==> config.mk <==
export PLATFORM = sky130hd
export DESIGN_NAME = cache_pmem_arbiter
export DESIGN_NICKNAME = d
export VERILOG_FILES = /design/src/rtl/arb_types.sv /design/src/rtl/cache_pmem_arbiter.sv
export SDC_FILE = /design/constraint.sdc
export NUM_CORES = 1
export LEC_CHECK = 0
export ABC_AREA = 1
export BUFFER_PORTS_ARGS = -buffer_cell sky130_fd_sc_hd__buf_2
export CORE_AREA = 8 8 533 535
export DETAILED_ROUTE_END_ITERATION = 8
export DIE_AREA = 0 0 541 543
export PLACE_DENSITY_LB_ADDON = 0.12
export SLEW_MARGIN = 20
export SYNTH_ARGS = -nofsm -noshare
export SYNTH_HDL_FRONTEND = slang
export SYNTH_SLANG_ARGS = --single-unit
==> constraint.sdc <==
create_clock -name clk -period 1.6 [get_ports clk]
set_input_delay 0.16 -clock clk [delete_from_list [all_inputs] [get_ports clk]]
set_output_delay 0.16 -clock clk [all_outputs]
set_load 0.03 [all_outputs]
==> src/rtl/arb_types.sv <==
// Shared types for the I/D cache physical-memory arbiter.
package arb_types;

  typedef enum logic [1:0] {
    ARB_IDLE,
    ARB_I,
    ARB_D,
    ARB_DONE
  } arb_state_t;

  typedef enum logic {
    SRC_I,
    SRC_D
  } arb_src_t;

  localparam int DEF_LINE_WIDTH = 256;

endpackage

==> src/rtl/cache_pmem_arbiter.sv <==
// Shares one pmem line port between I-cache and D-cache miss paths.
// Define ARB_ROUND_ROBIN_EN to alternate grants under contention.
module cache_pmem_arbiter
  import arb_types::*;
#(
  parameter int ADDR_WIDTH = 32,
  parameter int LINE_WIDTH = DEF_LINE_WIDTH
) (
  input  logic                  clk,
  input  logic                  rst_n,
  input  logic                  i_pmem_read,
  input  logic [ADDR_WIDTH-1:0] i_pmem_address,
  output logic [LINE_WIDTH-1:0] i_pmem_rdata,
  output logic                  i_pmem_resp,
  input  logic                  d_pmem_read,
  input  logic                  d_pmem_write,
  input  logic [ADDR_WIDTH-1:0] d_pmem_address,
  input  logic [LINE_WIDTH-1:0] d_pmem_wdata,
  output logic [LINE_WIDTH-1:0] d_pmem_rdata,
  output logic                  d_pmem_resp,
  output logic                  pmem_read,
  output logic                  pmem_write,
  output logic [ADDR_WIDTH-1:0] pmem_address,
  output logic [LINE_WIDTH-1:0] pmem_wdata,
  input  logic [LINE_WIDTH-1:0] pmem_rdata,
  input  logic                  pmem_resp
);

  arb_state_t            state_q, state_d;
  arb_src_t              last_grant_q, last_grant_d;
  logic                  pmem_read_q, pmem_read_d;
  logic                  pmem_write_q, pmem_write_d;
  logic [ADDR_WIDTH-1:0] pmem_address_q, pmem_address_d;
  logic [LINE_WIDTH-1:0] pmem_wdata_q, pmem_wdata_d;

  logic i_req;
  logic d_req;
  logic grant_d;

  assign i_req = i_pmem_read;
  assign d_req = d_pmem_read | d_pmem_write;

`ifdef ARB_ROUND_ROBIN_EN
  // under contention, hand the port to the side not served last
  assign grant_d = d_req &
                   (~i_req | (last_grant_q == SRC_I));
`else
  assign grant_d = d_req;
`endif

  always_comb begin
    state_d        = state_q;
    last_grant_d   = last_grant_q;
    pmem_read_d    = pmem_read_q;
    pmem_write_d   = pmem_write_q;
    pmem_address_d = pmem_address_q;
    pmem_wdata_d   = pmem_wdata_q;
    unique case (state_q)
      ARB_IDLE: begin
        if (grant_d) begin
          state_d        = ARB_D;
          pmem_address_d = d_pmem_address;
          pmem_wdata_d   = d_pmem_wdata;
          pmem_write_d   = d_pmem_write;
          pmem_read_d    = ~d_pmem_write;
        end else if (i_req) begin
          state_d        = ARB_I;
          pmem_address_d = i_pmem_address;
          pmem_wdata_d   = '0;
          pmem_write_d   = 1'b0;
          pmem_read_d    = 1'b1;
        end
      end
      ARB_I: begin
        if (pmem_resp) begin
          state_d      = ARB_DONE;
          last_grant_d = SRC_I;
          pmem_read_d  = 1'b0;
          pmem_write_d = 1'b0;
        end
      end
      ARB_D: begin
        if (pmem_resp) begin
          state_d      = ARB_DONE;
          last_grant_d = SRC_D;
          pmem_read_d  = 1'b0;
          pmem_write_d = 1'b0;
        end
      end
      ARB_DONE: state_d = ARB_IDLE;
      default:  state_d = ARB_IDLE;
    endcase
  end

  always_ff @(posedge clk) begin
    if (!rst_n) begin
      state_q        <= ARB_IDLE;
      last_grant_q   <= SRC_I;
      pmem_read_q    <= 1'b0;
      pmem_write_q   <= 1'b0;
      pmem_address_q <= '0;
      pmem_wdata_q   <= '0;
    end else begin
      state_q        <= state_d;
      last_grant_q   <= last_grant_d;
      pmem_read_q    <= pmem_read_d;
      pmem_write_q   <= pmem_write_d;
      pmem_address_q <= pmem_address_d;
      pmem_wdata_q   <= pmem_wdata_d;
    end
  end

  assign pmem_read    = pmem_read_q;
  assign pmem_write   = pmem_write_q;
  assign pmem_address = pmem_address_q;
  assign pmem_wdata   = pmem_wdata_q;

  // response is steered only while the matching side holds the grant
  assign i_pmem_resp  = pmem_resp & (state_q == ARB_I);
  assign d_pmem_resp  = pmem_resp & (state_q == ARB_D);
  assign i_pmem_rdata = i_pmem_resp ? pmem_rdata : '0;
  assign d_pmem_rdata = d_pmem_resp ? pmem_rdata : '0;

endmodule
==> flow_summary_export.csv <==
group,metric,value,unit
final_layout,syn2layout_area_growth,150,%
pwr,vdd_drop_max,0.645,mV
routing,vias_per_cell,2.83,
global_routing,grt_max_degree,40,
sta,rsz0062_at_grt,"true",
cts,htree_num_levels,2,
outcome,status,"finished, violations left",
pwr,powerDensity,1520,nW/um2
floorplanning,design.die.area,294000,um2
global_routing,grt_antenna_before_repair,115,
yosys,synth_top_area_cell,"dfxtp_1",
routing,drc,0,
worst_hold_path,min_from,"rst_n",
yosys,netlist_instances,2228,
worst_setup_path,reg2reg_from,"state_q[1]$_SDFFE_PN0P_",
worst_setup_path,reg2reg_slack,-0.29,ns
yosys,synth.top_cell.area_share,42.8,%
yosys,synth_area_leaders,"dfxtp_1 (43%), nand2_1 (17%), nor2_1 (16%), a21oi_1 (9.5%), inv_1 (7.4%)",
sta,period_needed,2.35,ns
worst_setup_path,crit_start,"state_q[1]$_SDFFE_PN0P_",
yosys,synth_nets,2814,
yosys,synth-seq-area-share,42.8,%
routing,wl_per_cell,25.2,um
yosys,ys_seq_elements,292,
cts,numCtsBuffers,45,
global_routing,grt_pass1_vias,22800,
yosys,ys_types,19,
sta,slew_viol_final,0,
final_layout,fillCellCount,32400,
worst_setup_path,r2r_end,"pmem_wdata[29]$_SDFFE_PN0P_",
worst_setup_path,path_class,"flop to primary output",
sta,period_share,147,%
global_routing,track_usage,12.4,%
worst_setup_path,startpoint_type,"flop",
placed_design,place_ws,-0.346,ns
floorplanning,core-area,275000,um2
placed_design,gpl.final_weighted_congestion,0.836,
pwr,cellLeakagePower,0.0169,uW
sta,clock.fmax,425,MHz
sta,hold_ws,0.124,ns
cts,cts.sinks,292,
cts,cts.clk_slew.worst_paths,0.06,ns
floorplanning,fp.dieW,541,um
placed_design,io_buffers,1385,
routing,drtIter0Drc,926,
cts,clockBufferDepth,3,
sta,clock_skew,0.0338,ns
worst_hold_path,whs_path_depth,3,
worst_setup_path,cp_max_fo,9,
routing,first_pass_iters,5,
sta,relSlewSlack,60.6,%
worst_hold_path,hold_class,"input pin to flop",
routing,drt_wl_total,195,mm
worst_setup_path,crit_path_end_kind,"primary output",
routing,ant_nets,0,
floorplanning,pin_count,1386,
pwr,design_power_total,51800,uW
placed_design,hpwl,171,mm
floorplanning,initial_utilization,4.96,%
worst_setup_path,critical_path_required,1.44,ns
cts,root_buffer,"clkbuf_16",
routing,vias,21900,
sta,hold_viol,0,
sta,setup_viol,803,
cts,clk_latency,0.63,ns
final_layout,fin_nets,4644,
cts,cts_tree,"built",
yosys,syn_area_per_cell,6.12,um2
worst_setup_path,arrival,2.19,ns
yosys,yosysWarnings,0,
floorplanning,die_h,543,um
sta,worst_pin_slew,0.590,ns
sta,setup_slack,-0.751,ns
worst_hold_path,worstHoldEndpoint,"pmem_wdata[237]$_SDFFE_PN0P_",
final_layout,drive_gt1_share,44.7,%
global_routing,grt_pass1_wl,241,mm
outcome,violations,"negative setup slack",
floorplanning,rows,193,
yosys,syn_area,13600,um2
global_routing,overflow,0,
worst_setup_path,ff2ff_path_depth,9,
run,cap_violations,0,
-- sequential cells by signal, indices dropped and copies added, names as in the netlist --
register	flops
pmem_wdata	256
pmem_address	32
pmem_write	1
pmem_read	1
state_q	2
-- cell usage after synthesis, drive strengths merged --
cell type    n
ha           4
nand3        2
nand2      623
nor2       583
a21oi      258
clkbuf     103
nand4        2
buf         53
dfxtp      292
o21ai       36
inv        272
-- area by class of cell --
cell class | instances | area [um2] | area share, %
Sequential cell | 292 | 5850 | 17.2
Clock buffer | 65 | 1250 | 3.67
Clock inverter | 15 | 273 | 0.801
Inverter | 272 | 1030 | 3.03
Tap cell | 3607 | 4510 | 13.2
Multi-Input combinational cell | 1510 | 6790 | 19.9
Timing Repair Buffer | 1937 | 14300 | 41.9
Antenna cell | 29 | 72.6 | 0.213
-- power by group --
part,leakage (uW),switching (uW),internal [uW]
sequential,0.00241,871,9130
combinational,0.0138,20800,10300
clock,0.000724,4420,6290
total,0.0169,26100,25700
-- per-stage QoR --
step,instances,TNS (ns),cell area [um2],utilization (%)
2_1_floorplan,2228,-0.242,13600,-
3_3_place_gp,7273,-151.42,26900,9.77
3_5_place_dp,7273,-127.67,26900,9.77
4_1_cts,7689,-452.01,32700,11.9
5_1_grt,7707,-491.84,34000,12.4
6_report,7727,-397.51,34100,12.4
-- worst max-delay path, stage by stage (launching register included) --
cell and delay [ns]:
dfxtp_4 0.36, inv_4 0.07, ha_4 0.18, buf_12 0.12, nand2_4 0.20, buf_4 0.26, nor2_1 0.10, buf_2 0.25
-- cells by family after synthesis --
family	after synthesis	share of synthesized area, %
compound gates	294	10.9
flops	292	42.8
simple gates	1210	33.4
buf+inv	428	12.5
fa+ha+maj	4	0.367
-- metal layers --
metal  track usage [%]  vias up  share of wire, %
met2              26.1     1096                57
met3              4.62      276               8.6
li1                  -    10300                 -
met4              2.51       16               3.0
met1              11.0    10100                31
met5                 0        -             0.042
-- worst max path at each step --
| stage | cells after the start | slack (ns) | to |
|---|---|---|---|
| floorplan | 6 | -0.007 | d_pmem_rdata[226] |
| global placement | 6 | -0.39 | i_pmem_rdata[32] |
| detailed placement | 6 | -0.35 | i_pmem_rdata[32] |
| CTS | 9 | -0.87 | d_pmem_rdata[193] |
| global route | 8 | -0.85 | i_pmem_rdata[216] |
| finish | 7 | -0.75 | i_pmem_rdata[97] |
-- layout by cell type (no fill, tap or decap), types with 4 or more instances in the layout --
cell and instances:
clkbuf_4 16, buf_12 80, clkbuf_16 50, buf_8 8
nor2_1 451, buf_16 6, a21oi_1 258, bufinv_16 5
o21ai_0 35, dfxtp_1 290, nor2_2 74, buf_6 114
clkbuf_1 15, clkbuf_8 5, inv_1 267, nor2_4 58
nand2_1 620, diode_2 29, dlygate4sd3_1 321, inv_6 4
buf_4 281, buf_2 1106
-- repair_timing --
item	in CTS	in global routing
gates resized for setup	262	435
setup buffers	8	5
hold endpoints to repair	290	0
gates cloned	7	6
hold buffers	321	0
pin swaps	3	0
endpoints found under the setup margin	805	806
No activity file was read; power rests on OpenSTA's default activity.
